`config.mk`:
```
export PLATFORM = sky130hd
export DESIGN_NAME = seq_pattern_detector
export DESIGN_NICKNAME = d
export VERILOG_FILES = /design/src/rtl/seq_pattern_detector.sv
export SDC_FILE = /design/constraint.sdc
export NUM_CORES = 1
export LEC_CHECK = 0
export CAP_MARGIN = 5
export CORE_MARGIN = 3
export CORE_UTILIZATION = 40
export CTS_CLUSTER_SIZE = 8
export DETAILED_ROUTE_END_ITERATION = 10
export DONT_BUFFER_PORTS = 1
export GPL_TIMING_DRIVEN = 0
export PLACE_DENSITY = 0.57
export SYNTH_ARGS = -nofsm -noshare
export SYNTH_HDL_FRONTEND = slang
export SYNTH_SLANG_ARGS = --single-unit
```
`constraint.sdc`:
```
create_clock -name clk -period 3.19 [get_ports clk]
set_input_delay 0.638 -clock clk [delete_from_list [all_inputs] [get_ports clk]]
set_output_delay 0.638 -clock clk [all_outputs]
set_load 0.05 [all_outputs]
```
`src/rtl/seq_pattern_detector.sv`:
```
`default_nettype none
// ============================================================================
// Module      : seq_pattern_detector
// Description : Serial bit-pattern detector with a runtime-programmable
//               pattern and don't-care mask. Overlapping or non-overlapping
//               matching is selectable. Bits are qualified by in_valid, and
//               matches are tallied in a saturating counter.
// Revision    : 1.0 - initial release
// ----------------------------------------------------------------------------
// Parameters
//   PAT_W        pattern length in bits (2..16)
//   CNT_W        width of the match counter
// Ports
//   clk          in   1      rising-edge clock
//   reset_n      in   1      synchronous active-low reset
//   cfg_load     in   1      latch pattern/mask/overlap and restart detection
//   cfg_pattern  in   PAT_W  target pattern, MSB is the first bit received
//   cfg_mask     in   PAT_W  1 = compare bit, 0 = don't care
//   cfg_overlap  in   1      1 = overlapping matches, 0 = non-overlapping
//   clr_cnt      in   1      clear the match counter
//   in_valid     in   1      in_bit is valid this cycle
//   in_bit       in   1      serial data bit
//   match        out  1      registered one-cycle match pulse
//   match_cnt    out  CNT_W  saturating match count
//   armed        out  1      history window holds PAT_W fresh bits
// ============================================================================
module seq_pattern_detector #(
  parameter int PAT_W = 4,
  parameter int CNT_W = 8
) (
  input  logic             clk,
  input  logic             reset_n,
  input  logic             cfg_load,
  input  logic [PAT_W-1:0] cfg_pattern,
  input  logic [PAT_W-1:0] cfg_mask,
  input  logic             cfg_overlap,
  input  logic             clr_cnt,
  input  logic             in_valid,
  input  logic             in_bit,
  output logic             match,
  output logic [CNT_W-1:0] match_cnt,
  output logic             armed
);

  // The fill counter must be able to represent the value PAT_W itself.
  localparam int FILL_W = $clog2(PAT_W + 1);

  localparam logic [FILL_W-1:0] c_fill_full = FILL_W'(PAT_W);
  localparam logic [FILL_W-1:0] c_fill_thr  = FILL_W'(PAT_W - 1);
  localparam logic [CNT_W-1:0]  c_cnt_max   = {CNT_W{1'b1}};

  // Configuration registers
  logic [PAT_W-1:0]  r_pat;
  logic [PAT_W-1:0]  r_mask;
  logic              r_ovl;

  // Bit history. Only the newest PAT_W-1 bits need to be kept, because the
  // bit arriving this cycle completes the comparison window.
  logic [PAT_W-2:0]  r_hist;
  logic [FILL_W-1:0] r_fill;

  logic              r_match;
  logic [CNT_W-1:0]  r_cnt;
  logic              r_armed;

  // Next-state wires
  logic [PAT_W-1:0]  w_win;
  logic              w_accept;
  logic              w_hit;
  logic [PAT_W-2:0]  w_hist_nxt;
  logic [FILL_W-1:0] w_fill_nxt;
  logic [CNT_W-1:0]  w_cnt_nxt;

  assign w_win = {r_hist, in_bit};

  // A bit offered in the same cycle as cfg_load is discarded. It can
  // therefore neither complete a match nor bump the counter.
  assign w_accept = in_valid & ~cfg_load;

  assign w_hit = w_accept
               & (r_fill >= c_fill_thr)
               & (((w_win ^ r_pat) & r_mask) == '0);

  always_comb begin
    w_hist_nxt = r_hist;
    w_fill_nxt = r_fill;
    if (cfg_load) begin
      w_hist_nxt = '0;
      w_fill_nxt = '0;
    end else if (in_valid) begin
      w_hist_nxt = w_win[PAT_W-2:0];
      if (w_hit && !r_ovl) begin
        // Non-overlap: every bit of the next match must be new.
        w_fill_nxt = '0;
      end else if (r_fill != c_fill_full) begin
        w_fill_nxt = r_fill + FILL_W'(1);
      end
    end
  end

  // When a clear and a hit happen in the same cycle, the hit survives the
  // clear, so no event is lost.
  always_comb begin
    w_cnt_nxt = r_cnt;
    if (clr_cnt) begin
      w_cnt_nxt = w_hit ? CNT_W'(1) : '0;
    end else if (w_hit && (r_cnt != c_cnt_max)) begin
      w_cnt_nxt = r_cnt + CNT_W'(1);
    end
  end

  always_ff @(posedge clk) begin
    if (!reset_n) begin
      r_pat   <= '0;
      r_mask  <= '1;
      r_ovl   <= 1'b1;
      r_hist  <= '0;
      r_fill  <= '0;
      r_match <= 1'b0;
      r_cnt   <= '0;
      r_armed <= 1'b0;
    end else begin
      if (cfg_load) begin
        r_pat  <= cfg_pattern;
        r_mask <= cfg_mask;
        r_ovl  <= cfg_overlap;
      end
      r_hist  <= w_hist_nxt;
      r_fill  <= w_fill_nxt;
      r_match <= w_hit;
      r_cnt   <= w_cnt_nxt;
      r_armed <= (w_fill_nxt == c_fill_full);
    end
  end

  assign match     = r_match;
  assign match_cnt = r_cnt;
  assign armed     = r_armed;

endmodule
`default_nettype wire
```
==> run_results.csv <==
group,metric,value,unit
logic_synthesis,netlist_top_cells_area,"dfxtp_1 (40%), mux2i_1 (11%), nand2_1 (5.2%)",
timing,setup_slack,1.13,ns
global_route,grt_pass1_vias,999,
route,drc_errors,0,
setup_path,path_cells,"ha_1 -> nand4_1 -> nand2b_1 -> a21o_1 -> a31o_2",
worst_hold_path,hp-class,"in2reg",
global_route,grt-ovfl-total,0,
logic_synthesis,ys.flop_type,"dfxtp_1",
timing,finalSetupTns,0,ns
route,vias,971,
power,fin_total_pwr,525,µW
logic_synthesis,synth_top_cell_area_share,0.404,
global_route,grt_antenna_before_repair,0,
cells_and_area,areaGrowthSynthToFinish,5.56,%
setup_path,crit_path_max_incr_delay,0.72,ns
logic_synthesis,yosys-top-cells-count,"dfxtp_1 (25), nand2_1 (17), mux2i_1 (14)",
route,routed_wl,2490,µm
logic_synthesis,syn_nets,154,
logic_synthesis,synth_most_common_cell,"dfxtp_1",
timing,worstMarginPinSlew,0.676,ns
clocking,cts_buffers,3,
timing,clock_skew,0.00544,ns
floorplanning,die_w,61.6,µm
setup_path,end_kind,"flip-flop",
placement,dp_hpwl,1890,µm
logic_synthesis,yosysTopAreaCell,"dfxtp_1",
flow_run,drv_cap,0,
logic_synthesis,syn-mean-instance-area,9.17,µm²
clocking,ctsResizeCount,0,
logic_synthesis,ys_seq_area_frac,0.404,
logic_synthesis,yosys_warnings,0,
clocking,postCtsSetupBuffers,0,
route,wl_per_cell,14.7,µm
clocking,cts_tree,"yes",
timing,finalSetupViolations,0,
global_route,grt_pass1_wl,4310,µm
setup_path,cp.buffers_inverters,0,
global_route,track_usage,0.151,
cells_and_area,nets,159,
power,peakVddDrop,0.199,mV
floorplanning,coreArea,2850,µm²
timing,hold_violations,0,
global_route,grt_start_max_net_pins,16,
route,ant_nets,0,
logic_synthesis,synth_enable_flop_cells,0,
setup_path,slowest_stage,"dfxtp_1",
floorplanning,io_pins,25,
cells_and_area,diodes,0,
setup_path,start_kind,"flip-flop",
timing,max_freq,485,MHz
floorplanning,core.rowCount,19,
cells_and_area,drive_above_1_share,0.0791,
timing,fin_crit_sh,0.646,
clocking,numClockSinks,25,
placement,gp_congestion,0.829,
route,drtPass1Iterations,4,
logic_synthesis,yosys_register_bits,25,
timing,min_period,2.06,ns
route,drt_iter0_markers,70,
clocking,postCtsHoldBufs,0,
route,via_per_inst,5.71,
clocking,clkTransAtPathRegs,0.15,ns
logic_synthesis,syn_area,1240,µm²
status,status,"finished, final reports clean",
placement,port_buffers,0,
setup_path,critical-path-top-delay-family,"flip-flops",
timing,rsz0062_at_grt,"false",
clocking,clk-insertion-delay-late,0.32,ns
logic_synthesis,synth-async-reset-ratio,0,
clocking,htreeDepth,1,
setup_path,cp.required,3.42,ns
timing,slew_viol_final,0,
setup_path,path_class,"reg2reg",
setup_path,cp_max_fo,7,
logic_synthesis,synth_cell_types,34,
clocking,clockBufferDepth,2,
timing,worst_hold_slack,0.431,ns
floorplanning,initial_core_util,0.434,
floorplanning,die_area,3800,µm²
setup_path,crit_arrival,2.29,ns
power,powerDensity,402,nW/µm²
logic_synthesis,synthCells,135,
floorplanning,die-height,61.6,µm
clocking,cts-root-buf,"clkbuf_4",
power,power_leakage,0.561,nW
timing,relSlewSlack,0.550,
placement,dpl_worst_slack,1.06,ns
cells by family (layout without fill, tap and decap cells):
family,after synthesis,after routing,share of synthesized area
xor gates and xnor gates,5,5,0.0354
and+or+nand+nor,51,51,0.209
DFF,25,25,0.404
buffers and inverters,13,17,0.0485
adders and majority gates,4,4,0.0404
AOI/OAI and AO/OA,23,23,0.149
muxes,14,14,0.113
registers in the layout, indices dropped and copies added (netlist names):
name       count
armed          1
match          1
match_cnt      8
r_fill         3
r_hist         3
r_mask         4
r_ovl          1
r_pat          4
cell usage in the layout (no fill, tap or decap), drive strengths merged:
cell	netlist	final
dfxtp	25	25
nand2	17	17
mux2i	14	14
nor2	9	9
inv	7	7
a31oi	6	6
nor2b	5	5
nand2b	5	5
clkbuf	2	5
nand4	4	4
and3	4	4
xor2	4	4
ha	4	4
buf	4	4
a41o	3	3
a211oi	3	3
a31o	2	2
o21ai	2	2
nor3b	2	2
a2111oi	2	2
a222oi	1	1
and2	1	1
a21o	1	1
nand3b	1	1
o211ai	1	1
nand3	1	1
a21boi	1	1
xnor2	1	1
nor4	1	1
a21oi	1	1
and3b	1	1
clkinvlp	0	1
report_power, final:
part           internal [mW]  total (mW)  switching, mW
combinational         0.0213      0.0495         0.0283
sequential             0.321       0.326        0.00569
clock                 0.0479       0.149          0.101
worst register-to-register path, delay by kind of cell, from the launching register on:
family                     cells  cell delay, ns
AOI/OAI and AO/OA              2            0.46
adders and majority gates      1            0.32
DFF                            1            0.72
and+or+nand+nor                2            0.47
metal layers:
metal  vias to the layer above  routed length (µm)  global-route usage
met2                        28                1150               0.254
met4                         0                  20              0.0636
li1                        492                   -                   -
met5                         -                   0                   0
met3                         2                 194              0.0482
met1                       449                1130               0.177
per-stage QoR:
stage                     utilization  cells  cell area, µm²
final                           0.458    170            1310
after global routing            0.458    170            1310
after CTS                       0.458    170            1310
after detailed placement        0.447    166            1280
after global placement          0.447    166            1280
after floorplan                     -    135            1240
path summary, 6_finish.rpt:
kind / startpoint / endpoint / slack [ns] / depth (start not counted)
min reg2reg: r_mask[3] / r_mask[3] / 0.51 / 2
max reg2reg: match_cnt[1] / match_cnt[0] / 1.13 / 5
max: match_cnt[1] / match_cnt[0] / 1.13 / 5
min: cfg_mask[3] / r_mask[3] / 0.43 / 2
layout make-up:
| class | instances | area (µm²) |
|---|---|---|
| fillers | 292 | 1550 |
| multi-input cells | 97 | 677 |
| flip-flops and latches | 25 | 500 |
| well taps | 31 | 38.8 |
| plain buffers | 6 | 33.8 |
| inverters | 7 | 26.3 |
| clock buffers | 3 | 22.5 |
| clock inverters | 1 | 7.51 |
Power figures use the tool's default switching activity.
